File: src/rtl/studio_pkg.sv
// Shared state/owner encodings and default memory map for the studio memory arbiter.
package studio_pkg;

  typedef logic [1:0] state_t;
  typedef logic [1:0] owner_t;

  localparam state_t S_CLEAR = 2'd0;
  localparam state_t S_LOAD  = 2'd1;
  localparam state_t S_RUN   = 2'd2;

  localparam owner_t OWN_NONE = 2'd0;
  localparam owner_t OWN_DMA  = 2'd1;
  localparam owner_t OWN_CPU  = 2'd2;

  localparam int unsigned STUDIO_ADDR_W    = 12;
  localparam int unsigned STUDIO_CART_BASE = 'h400;
  localparam int unsigned STUDIO_CART_SIZE = 1024;
  localparam int unsigned STUDIO_ROM_END   = 'h800;
  localparam int unsigned STUDIO_RAM_BASE  = 'h800;
  localparam int unsigned STUDIO_RAM_SIZE  = 512;
  localparam int unsigned STUDIO_DL_INDEX  = 1;

endpackage

File: src/rtl/studio_mem_arbiter.sv
// Single-port memory arbiter: cartridge download, video DMA and CPU share one byte memory.
// Define STUDIO_RAM_CLEAR_EN to zero RAM after reset before the CPU is released.
module studio_mem_arbiter
  import studio_pkg::*;
#(
  parameter int unsigned ADDR_W    = STUDIO_ADDR_W,
  parameter int unsigned CART_BASE = STUDIO_CART_BASE,
  parameter int unsigned CART_SIZE = STUDIO_CART_SIZE,
  parameter int unsigned ROM_END   = STUDIO_ROM_END,
  parameter int unsigned RAM_BASE  = STUDIO_RAM_BASE,
  parameter int unsigned RAM_SIZE  = STUDIO_RAM_SIZE,
  parameter int unsigned DL_INDEX  = STUDIO_DL_INDEX
) (
  input  logic              clk,
  input  logic              reset_n,
  input  logic              ioctl_download,
  input  logic [7:0]        ioctl_index,
  input  logic              ioctl_wr,
  input  logic [24:0]       ioctl_addr,
  input  logic [7:0]        ioctl_dout,
  input  logic              dma_req,
  input  logic [ADDR_W-1:0] dma_addr,
  output logic              dma_gnt,
  output logic              dma_rvalid,
  output logic [7:0]        dma_rdata,
  input  logic              cpu_req,
  input  logic              cpu_we,
  input  logic [ADDR_W-1:0] cpu_addr,
  input  logic [7:0]        cpu_wdata,
  output logic              cpu_wait,
  output logic              cpu_rvalid,
  output logic [7:0]        cpu_rdata,
  output logic [ADDR_W-1:0] mem_addr,
  output logic              mem_we,
  output logic [7:0]        mem_wdata,
  input  logic [7:0]        mem_rdata,
  output logic              busy
);

  if ((CART_BASE + CART_SIZE > (1 << ADDR_W)) || (RAM_BASE + RAM_SIZE > (1 << ADDR_W))) begin
    : g_cfg_check
    $error("studio_mem_arbiter: cartridge or RAM window exceeds the address space");
  end

  state_t state_q, state_d;
  owner_t own_q, own_d;
  logic [7:0] dma_hold_q, cpu_hold_q;
  logic load_req;
  logic unused_idx;

  // Only the low six index bits select the target; the top bits are file-type flags.
  assign load_req   = ioctl_download && (ioctl_index[5:0] == 6'(DL_INDEX));
  assign unused_idx = ^ioctl_index[7:6];

`ifdef STUDIO_RAM_CLEAR_EN
  localparam int unsigned CntW = $clog2(RAM_SIZE + 1);
  localparam state_t ResetState = S_CLEAR;

  logic [CntW-1:0] clr_cnt_q, clr_cnt_d;
  logic clr_last, clr_pending;

  assign clr_last    = (clr_cnt_q == CntW'(RAM_SIZE - 1));
  assign clr_pending = (clr_cnt_q != CntW'(RAM_SIZE));
`else
  localparam state_t ResetState = S_RUN;
`endif

  always_comb begin
    state_d = state_q;
`ifdef STUDIO_RAM_CLEAR_EN
    clr_cnt_d = clr_cnt_q;
`endif
    unique case (state_q)
      S_LOAD: begin
        if (!ioctl_download) begin
`ifdef STUDIO_RAM_CLEAR_EN
          state_d = clr_pending ? S_CLEAR : S_RUN;
`else
          state_d = S_RUN;
`endif
        end
      end
`ifdef STUDIO_RAM_CLEAR_EN
      // A load pauses the clear; the pointer holds so the clear resumes where it stopped.
      S_CLEAR: begin
        if (load_req) begin
          state_d = S_LOAD;
        end else begin
          clr_cnt_d = clr_cnt_q + 1'b1;
          if (clr_last) state_d = S_RUN;
        end
      end
`endif
      default: begin
        if (load_req) state_d = S_LOAD;
      end
    endcase
  end

  always_comb begin
    mem_addr  = '0;
    mem_we    = 1'b0;
    mem_wdata = 8'h00;
    dma_gnt   = 1'b0;
    cpu_wait  = 1'b0;
    busy      = 1'b0;
    own_d     = OWN_NONE;
    unique case (state_q)
      S_LOAD: begin
        busy     = 1'b1;
        cpu_wait = cpu_req;
        if (ioctl_wr && (32'(ioctl_addr) < CART_SIZE)) begin
          mem_we    = 1'b1;
          mem_addr  = ADDR_W'(CART_BASE) + ioctl_addr[ADDR_W-1:0];
          mem_wdata = ioctl_dout;
        end
      end
`ifdef STUDIO_RAM_CLEAR_EN
      S_CLEAR: begin
        busy     = 1'b1;
        cpu_wait = cpu_req;
        mem_we   = 1'b1;
        mem_addr = ADDR_W'(RAM_BASE) + ADDR_W'(clr_cnt_q);
      end
`endif
      default: begin
        if (dma_req) begin
          dma_gnt  = 1'b1;
          cpu_wait = cpu_req;
          mem_addr = dma_addr;
          own_d    = OWN_DMA;
        end else if (cpu_req) begin
          mem_addr  = cpu_addr;
          mem_wdata = cpu_wdata;
          // ROM writes are accepted and silently discarded.
          mem_we    = cpu_we && (32'(cpu_addr) >= ROM_END);
          if (!cpu_we) own_d = OWN_CPU;
        end
      end
    endcase
  end

  always_ff @(posedge clk or negedge reset_n) begin
    if (!reset_n) begin
      state_q    <= ResetState;
      own_q      <= OWN_NONE;
      dma_hold_q <= 8'h00;
      cpu_hold_q <= 8'h00;
`ifdef STUDIO_RAM_CLEAR_EN
      clr_cnt_q  <= '0;
`endif
    end else begin
      state_q <= state_d;
      own_q   <= own_d;
      if (own_q == OWN_DMA) dma_hold_q <= mem_rdata;
      if (own_q == OWN_CPU) cpu_hold_q <= mem_rdata;
`ifdef STUDIO_RAM_CLEAR_EN
      clr_cnt_q <= clr_cnt_d;
`endif
    end
  end

  // Memory data arrives one cycle after the grant, alongside the registered valid.
  assign dma_rvalid = (own_q == OWN_DMA);
  assign cpu_rvalid = (own_q == OWN_CPU);
  assign dma_rdata  = dma_rvalid ? mem_rdata : dma_hold_q;
  assign cpu_rdata  = cpu_rvalid ? mem_rdata : cpu_hold_q;

endmodule
File: config.mk
export PLATFORM = sky130hd
export DESIGN_NAME = studio_mem_arbiter
export DESIGN_NICKNAME = d
export VERILOG_FILES = /design/src/rtl/studio_pkg.sv /design/src/rtl/studio_mem_arbiter.sv
export SDC_FILE = /design/constraint.sdc
export NUM_CORES = 1
export LEC_CHECK = 0
export BUFFER_PORTS_ARGS = -buffer_cell sky130_fd_sc_hd__buf_2
export CAP_MARGIN = 20
export CELL_PAD_IN_SITES_DETAIL_PLACEMENT = 0
export CELL_PAD_IN_SITES_GLOBAL_PLACEMENT = 2
export CORE_ASPECT_RATIO = 1.1
export CORE_MARGIN = 4
export CORE_UTILIZATION = 15
export DETAILED_ROUTE_END_ITERATION = 8
export HOLD_SLACK_MARGIN = 0.1
export MAX_ROUTING_LAYER = met4
export PLACE_DENSITY = 0.85
export SYNTH_ARGS = -nofsm -noshare
export SYNTH_HDL_FRONTEND = slang
export SYNTH_SLANG_ARGS = --single-unit
File: constraint.sdc
create_clock -name clk -period 1.65 [get_ports clk]
set_clock_uncertainty 0.2 [all_clocks]
set_input_delay 0.4125 -clock clk [delete_from_list [all_inputs] [get_ports clk]]
set_output_delay 0.4125 -clock clk [all_outputs]
set_load 0.02 [all_outputs]
==> results.sh, run 1 <==
export IMPL_reg2reg_from="own_q[1]$_DFF_PN0_"
export IMPL_ys_seq_elements=20
export IMPL_report_final_hold_viol_count=0
export IMPL_portBuffers=127
export IMPL_route_final_wire_length_mm=5.572
export IMPL_global_placer_s_final_weighted_congestion=0.7535
export IMPL_internal_power_uw=1317
export IMPL_post_synth_top_area_cell="dfrtp_1"
export IMPL_hold_path_startpoint="ioctl_download"
export IMPL_grt_pass1_wl_mm=8.376
export IMPL_ctsHtreeMaxLevel=1
export IMPL_diode_count=0
export IMPL_worst_hold_path_type="input port to flip-flop"
export IMPL_firstDrtPassIters=6
export IMPL_timing_critical_path_required_ns=1.04
export IMPL_crit_path_max_incr_delay_ns=0.54
export IMPL_violations="negative setup slack"
export IMPL_share_seq_of_total_power_pct=31.9
export IMPL_drt_initial_violations=39
export IMPL_ant_nets=0
export IMPL_yosys_area_share_simple_pct=16.65
export IMPL_start_util_pct=15.39
export IMPL_powerDensity_nw_per_um2=640.8
export IMPL_number_of_buffers_created_by_cts=3
export IMPL_final_core_util_pct=37.24
export IMPL_cts_max_path_buffers=2
export IMPL_setup_worst_path_start_class="flip-flop"
export IMPL_synth_area_sq_um=1217
export IMPL_run_status="complete, but fails checks"
export IMPL_number_of_clock_sinks=20
export IMPL_dp_hpwl_mm=4.078
export IMPL_final_critical_period_ns=2.190
export IMPL_cp_cell_sequence="nand2b_4 -> inv_4 -> buf_12 -> nand3_4 -> buf_12 -> o22ai_2 -> buf_6"
export IMPL_yosys_warnings=0
export IMPL_clkLatencyLatePin_ns=0.25
export IMPL_switching_share_of_total_power_pct=30.23
export IMPL_synthToLayoutAreaGrowth_pct=142.0
export IMPL_cts_tree="built"
export IMPL_mapped_nets=202
export IMPL_route_detailed_drc=0
export IMPL_synth_adder_area_share_pct=0
export IMPL_die_width_um=93.90
export IMPL_synth_sequential_area_ratio_pct=41.21
export IMPL_synth_compound_area_share_pct=22.20
export IMPL_synth_area_per_cell_sq_um=10.68
export IMPL_core_area_sq_um=7913
export IMPL_drt_wirelength_per_cell_um=14.25
export IMPL_drive_gt1_share_pct=80.57
export IMPL_syn_inst=114
export IMPL_globalRouteOverflowTotal=0
export IMPL_layout_cells_most_common_list="86 x buf_2, 50 x buf_6, 31 x buf_4"
export IMPL_report_final_setup_viol=42
export IMPL_synth_xor_area_share_pct=0
export IMPL_rsz0062_at_grt="yes"
export IMPL_end_kind="output pin"
export IMPL_final_setup_worst_slack_ns=-0.5400
export IMPL_clk_pin_slew_worst_paths_ns=0.07
export IMPL_die_height_um=102.5
export IMPL_p_leak_uw=0.001489
export IMPL_io_pin_count=130
export IMPL_critical_path_most_common_cell="buf_12"
export IMPL_layout_commonest_cell="buf_2"
export IMPL_startpoint="state_q[1]$_DFFE_PN1P_"
export IMPL_synth_area_mux_share_pct=14.80
export IMPL_crit_fanout=13
export IMPL_max_vdd_ir_drop_uv=244.0
export IMPL_netSwitchingPower_uw=570.8
export IMPL_global_route_usage_total_pct=11.28
export IMPL_max_freq_mhz=456.6
export IMPL_path_class="flip-flop to output pin"
export IMPL_per_cell_via_count_in_the_routed_design=4.258
export IMPL_max_cap_viol_count=0
export IMPL_initial_antenna_violation_count=0
export IMPL_floorplan_rows=34
export IMPL_placed_cell_area_sq_um=2321
export IMPL_largest_cells_by_area_after_synthesis="dfrtp_1 39%, mux2_2 15%, a32o_1 7.4%, a22oi_1 6.8%, o22ai_1 5.1%"
export IMPL_worstMarginPinSlew_ns=0.4493
export IMPL_detailroute_via_count=1665
export IMPL_power_clock_fraction_pct=17.0
export IMPL_largest_net_degree_at_the_start_of_global_routing=21
export IMPL_final_design_area_no_fill_sq_um=2947
export IMPL_synth_top_area_share_pct=39.05
export IMPL_nNetsFinal=372
export IMPL_yosysUniqueCellTypes=27
export IMPL_relSlewSlack_pct=70.04
export IMPL_main_combinational_cell_family_by_area_after_synthesis="compound AO/OA/AOI/OAI gates"
export IMPL_critical_path_arrival_ns=1.58
export IMPL_first_global_vias=1766
export IMPL_combinationalPowerShare_pct=51.1
export IMPL_final_max_slew_violation_count=0
export IMPL_slowest_stage="dfstp_2"
export IMPL_cts_root_buffer_cell="clkbuf_8"
export IMPL_die_area_sq_um=9623
export IMPL_min_period_over_period_pct=132.7
-- through the flow --
| stage | setup WS (ns) | hold WS, ns | TNS [ns] | power, uW | std cells |
|---|---|---|---|---|---|
| global placement | -0.4993 | 0.1831 | -11.30 | 1257 | 363 |
| detailed placement | -0.5009 | 0.1859 | -11.31 | 1273 | 363 |
| finish | -0.5400 | 0.1176 | -18.06 | 1888 | 391 |
| floorplan | -0.2267 | -0.08309 | -4.562 | 960.5 | 114 |
| CTS | -0.5532 | 0.1192 | -19.37 | 1765 | 382 |
| global route | -0.6064 | 0.1192 | -20.43 | 2002 | 391 |
-- synthesized netlist by cell type (all sizes together) --
cell type,instances
nor4,3
nand3,12
dfstp,1
o2bb2ai,1
inv,2
o21a,1
mux2,16
o21ai,2
nand2,3
dfrtp,19
a22o,1
buf,9
nor2b,3
and2,3
nor4b,2
a32o,9
o22ai,10
nor2,1
nor3b,1
and3,1
nand2b,2
a22oi,11
clkbuf,1
-- flip-flops by register name, summed over array words and instances, names as in the netlist --
name and cells:
cpu_hold_q 8, dma_hold_q 8, own_q 2, state_q 2
-- power groups by stage --
stage	clock network [uW]	logic [uW]	registers, uW
after floorplan	0	362	599
after global placement	0	656	601
after detailed placement	0	665	608
after CTS	334	831	600
after global routing	361	1030	613
final	320	966	602
-- final timing paths --
check / end / cells after the start / slack (ns)
worst max-delay path: mem_addr[0] / 7 / -0.54
min in group asynchronous: dma_hold_q[4]$_DFF_PN0_ / 2 / 0.47
max in group asynchronous: state_q[1]$_DFFE_PN1P_ / 2 / 0.45
worst max register to register: dma_hold_q[3]$_DFF_PN0_ / 5 / 0.04
worst min-delay path: state_q[1]$_DFFE_PN1P_ / 2 / 0.12
worst min register to register: cpu_hold_q[7]$_DFF_PN0_ / 1 / 0.30
-- area by class of cell --
| class | instances | area [sq um] |
|---|---|---|
| flip-flops and latches | 20 | 501.7 |
| fillers | 788 | 4966 |
| inverters | 2 | 15.01 |
| well taps | 108 | 135.1 |
| multi-input cells | 82 | 870.8 |
| clock buffers | 4 | 45.04 |
| repair buffers | 175 | 1379 |
-- critical path, delay by kind of cell, from the launching register on --
kind	cells	cell delay [ns]
flops	1	0.54
compound gates	1	0.07
buf+inv	4	0.46
simple gates	2	0.24
-- routing by layer --
metal  up-vias  wire length (um)  share of wire, %  track usage, %
met4         0                34              0.61           2.333
met3         4               427               7.7           1.767
met2        87              3080                55           21.79
met1       789              2029                36           12.05
met5         -                 0                 0               -
li1        785                 -                 -               -
-- cells by family (layout without fill, tap and decap cells) --
kind of cell | after synthesis | count (layout)
buf+inv | 12 | 181
flops | 20 | 20
simple gates | 31 | 31
mux | 16 | 16
compound gates | 35 | 35
-- timing repair --
| action | 4_1_cts | 5_1_grt |
|---|---|---|
| setup endpoints to repair | 42 | 50 |
| endpoints found under the hold margin | 19 | 0 |
| cloned | 4 | 0 |
| pin swaps | 1 | 0 |
| hold buffers | 1 | 0 |
| gates resized for setup | 89 | 29 |
| setup buffers | 11 | 13 |
Note: power is estimated with default switching activity, not from simulation.
==> run 2: changes to the inputs <==
- ABC_AREA: unset -> 1
- CORE_UTILIZATION: 15 -> 16
- PLACE_DENSITY: 0.85 -> 0.89
==> run 2 against run 1 <==
Compared with the run above:
- the run still ends with negative setup slack left
- maximum frequency grew 1.7%
- combinational power grew 92%
- via count grew 9.0%
- core utilization grew 0.65 points
- register-to-register slack gained 0.09 ns
- sequential share of layout area shrank 1.4 points
- flip-flop and latch count is the same
- final area grew 9.3%
- die area grew 8.3%
- sequential power grew 24%
- wire length grew 7.3%
- highest routed layer unchanged
==> results.sh, run 2 <==
export IMPL_die_area_sq_um=10420
export IMPL_ant_nets=0
export IMPL_ys_seq_elements=20
export IMPL_run_status="complete, but fails checks"
export IMPL_dpl_worst_slack_ns=-0.3782
export IMPL_largest_cells_by_area_after_synthesis="dfrtp_1 34%, nand2_1 14%, nand4_1 8.4%, inv_1 6.9%, a21oi_2 6.2%"
export IMPL_cts_root_buffer_cell="clkbuf_8"
export IMPL_diode_count=0
export IMPL_fin_tns_setup_ns=-16.01
export IMPL_cts_max_path_buffers=2
export IMPL_nNetsFinal=434
export IMPL_crit_fanout=10
export IMPL_synthMostInstantiatedCell="nand2_1"
export IMPL_synth_edff_count=0
export IMPL_finish_cell_count_without_fillers=456
export IMPL_p_leak_uw=0.001664
export IMPL_cp_cell_sequence="inv_2 -> nand2_4 -> nand2_4 -> buf_12 -> nor2_2 -> a21oi_2 -> nand2_2 -> buf_6"
export IMPL_ff2ff_path_depth=8
export IMPL_report_final_hold_viol_count=0
export IMPL_post_synth_top_area_cell="dfrtp_1"
export IMPL_portBuffers=127
export IMPL_syn_inst=190
export IMPL_cts_tree="built"
export IMPL_layout_commonest_cell="buf_2"
export IMPL_synth_top_area_share_pct=33.57
export IMPL_route_final_wire_length_mm=5.977
export IMPL_yosys_warnings=0
export IMPL_netlist_top_cells_count="53 x nand2_1, 26 x inv_1, 19 x dfrtp_1, 19 x nand4_1, 11 x nor2_2"
export IMPL_dpl_cell_count=439
export IMPL_dp_hpwl_mm=4.294
export IMPL_global_route_usage_total_pct=10.91
export IMPL_crit_family="flip-flops"
export IMPL_placed_cell_area_sq_um=2489
export IMPL_max_vdd_ir_drop_uv=553.9
export IMPL_floorplan_rows=35
export IMPL_min_period_over_period_pct=130.5
export IMPL_global_placer_s_final_weighted_congestion=0.7934
export IMPL_synth_area_sq_um=1416
export IMPL_detailroute_via_count=1815
export IMPL_die_height_um=106.7
export IMPL_ctsHtreeMaxLevel=1
export IMPL_fillers=881
export IMPL_final_critical_period_ns=2.153
export IMPL_per_cell_via_count_in_the_routed_design=3.980
export IMPL_first_global_vias=1833
export IMPL_largest_net_degree_at_the_start_of_global_routing=22
export IMPL_relSlewSlack_pct=68.48
export IMPL_max_freq_mhz=464.5
export IMPL_largest_registers="cpu_hold_q x8, dma_hold_q x8"
export IMPL_critical_path_arrival_ns=1.54
export IMPL_route_detailed_drc=0
export IMPL_max_cap_viol_count=0
export IMPL_final_max_slew_violation_count=0
export IMPL_netSwitchingPower_uw=1186
export IMPL_synth_area_per_cell_sq_um=7.455
export IMPL_synthToLayoutAreaGrowth_pct=127.3
export IMPL_cp_num_buf_inv=3
export IMPL_internal_power_uw=1911
export IMPL_number_of_buffers_created_by_cts=3
export IMPL_final_design_area_no_fill_sq_um=3219
export IMPL_clkLatencyLatePin_ns=0.25
export IMPL_setup_worst_path_start_class="flip-flop"
export IMPL_rsz0062_at_grt="yes"
export IMPL_slowest_stage="dfstp_2"
export IMPL_number_of_clock_sinks=20
export IMPL_timing_critical_path_required_ns=1.04
export IMPL_share_seq_of_total_power_pct=24.1
export IMPL_synth_sequential_area_ratio_pct=35.42
export IMPL_worstMarginPinSlew_ns=0.4728
export IMPL_initial_antenna_violation_count=0
export IMPL_drt_initial_violations=37
export IMPL_core_area_sq_um=8496
export IMPL_cp_depth=8
export IMPL_report_final_setup_viol=42
export IMPL_firstDrtPassIters=4
export IMPL_clk_pin_slew_worst_paths_ns=0.08
export IMPL_worst_hold_path_type="input port to flip-flop"
export IMPL_globalRouteOverflowTotal=0
export IMPL_powerDensity_nw_per_um2=962.1
export IMPL_end_kind="output pin"
export IMPL_layout_cells_most_common_list="86 x buf_2, 48 x buf_6, 30 x nand2_2"
export IMPL_switching_share_of_total_power_pct=38.31
export IMPL_mapped_nets=278
export IMPL_start_util_pct=16.67
export IMPL_crit_path_max_incr_delay_ns=0.58
export IMPL_hold_path_cell_count=2
export IMPL_final_setup_worst_slack_ns=-0.5029
export IMPL_io_pin_count=130
export IMPL_path_class="flip-flop to output pin"
export IMPL_synth_async_sr_flop_share_pct=100.0
export IMPL_grt_pass1_wl_mm=9.108
export IMPL_worst_r2r_setup_slack_ns=0.13
export IMPL_yosysUniqueCellTypes=25
export IMPL_power_clock_fraction_pct=16.0
export IMPL_violations="negative setup slack"
export IMPL_die_width_um=97.71
export IMPL_combinationalPowerShare_pct=59.8
export IMPL_drive_gt1_share_pct=73.91
export IMPL_drt_wirelength_per_cell_um=13.11
export IMPL_critical_path_most_common_cell="nand2_4"
export IMPL_dominantRegCellSynth="dfrtp_1"
-- run 2: cell types whose count changed in the layout (fill, tap and decap cells not counted), moves of 11 or more --
cell	change
nand2_2	+30
nand4_1	+19
mux2_4	-16
buf_4	-17
o21ai_4	+16
inv_1	+22
a22oi_1	-11
nand2_1	+12
-- run 2: metrics by stage --
stage	utilization [%]	hold slack (ns)	power, uW
3_5_place_dp	29.29	0.1990	1994
3_3_place_gp	29.29	0.1866	1978
5_1_grt	37.89	0.1324	3286
4_1_cts	36.83	0.1434	3046
2_1_floorplan	-	-0.08309	1502
6_report	37.89	0.1371	3097
-- run 2: layout make-up --
| class | count | area, sq um | area share [%] |
|---|---|---|---|
| timing repair buffer | 158 | 1286 | 39.95 |
| clock inverter | 1 | 30.03 | 0.9328 |
| inverter | 28 | 115.1 | 3.576 |
| tap | 111 | 138.9 | 4.314 |
| sequential | 20 | 501.7 | 15.58 |
| clock buffer | 3 | 41.29 | 1.283 |
| multi-input combinational | 134 | 1100 | 34.16 |
| timing repair inverter | 1 | 6.256 | 0.1943 |
-- run 2: power groups by stage --
stage / Sequential [uW] / Combinational (uW) / Clock (uW)
floorplan: 708 / 794 / 0
global placement: 715 / 1260 / 0
detailed placement: 719 / 1280 / 0
CTS: 742 / 1800 / 504
global route: 764 / 1980 / 543
finish: 747 / 1850 / 497
-- run 2: path summary, 6_finish.rpt --
path,startpoint,endpoint
min reg2reg,cpu_hold_q[6]$_DFF_PN0_,cpu_hold_q[6]$_DFF_PN0_
min,cpu_we,own_q[1]$_DFF_PN0_
max reg2reg,state_q[1]$_DFFE_PN1P_,state_q[1]$_DFFE_PN1P_
max,state_q[1]$_DFFE_PN1P_,mem_addr[8]
min in group asynchronous,reset_n,cpu_hold_q[3]$_DFF_PN0_
max in group asynchronous,reset_n,state_q[1]$_DFFE_PN1P_
-- run 2: kinds of logic after synthesis --
logic type	count (synthesis)	synth area share, %
AO/OA/AOI/OAI	29	13.34
flip-flops	20	35.42
buffers and inverters	36	13.07
AND/OR/NAND/NOR	105	38.16
-- run 2: repair_timing --
item / in CTS / in global routing
endpoints found under the setup margin: 42 / 42
hold buffers: 1 / 0
hold endpoints to repair: 19 / 0
setup buffers: 8 / 4
gates cloned: 3 / 1
gates resized for setup: 132 / 15
pin swaps: 5 / 4
-- run 2: per-layer routing --
| layer | up-vias | wire [um] | track usage [%] |
|---|---|---|---|
| met5 | - | 0 | - |
| met4 | 0 | 19 | 1.484 |
| met3 | 2 | 285 | 1.496 |
| met2 | 61 | 3197 | 19.54 |
| met1 | 828 | 2475 | 13.46 |
| li1 | 924 | - | - |
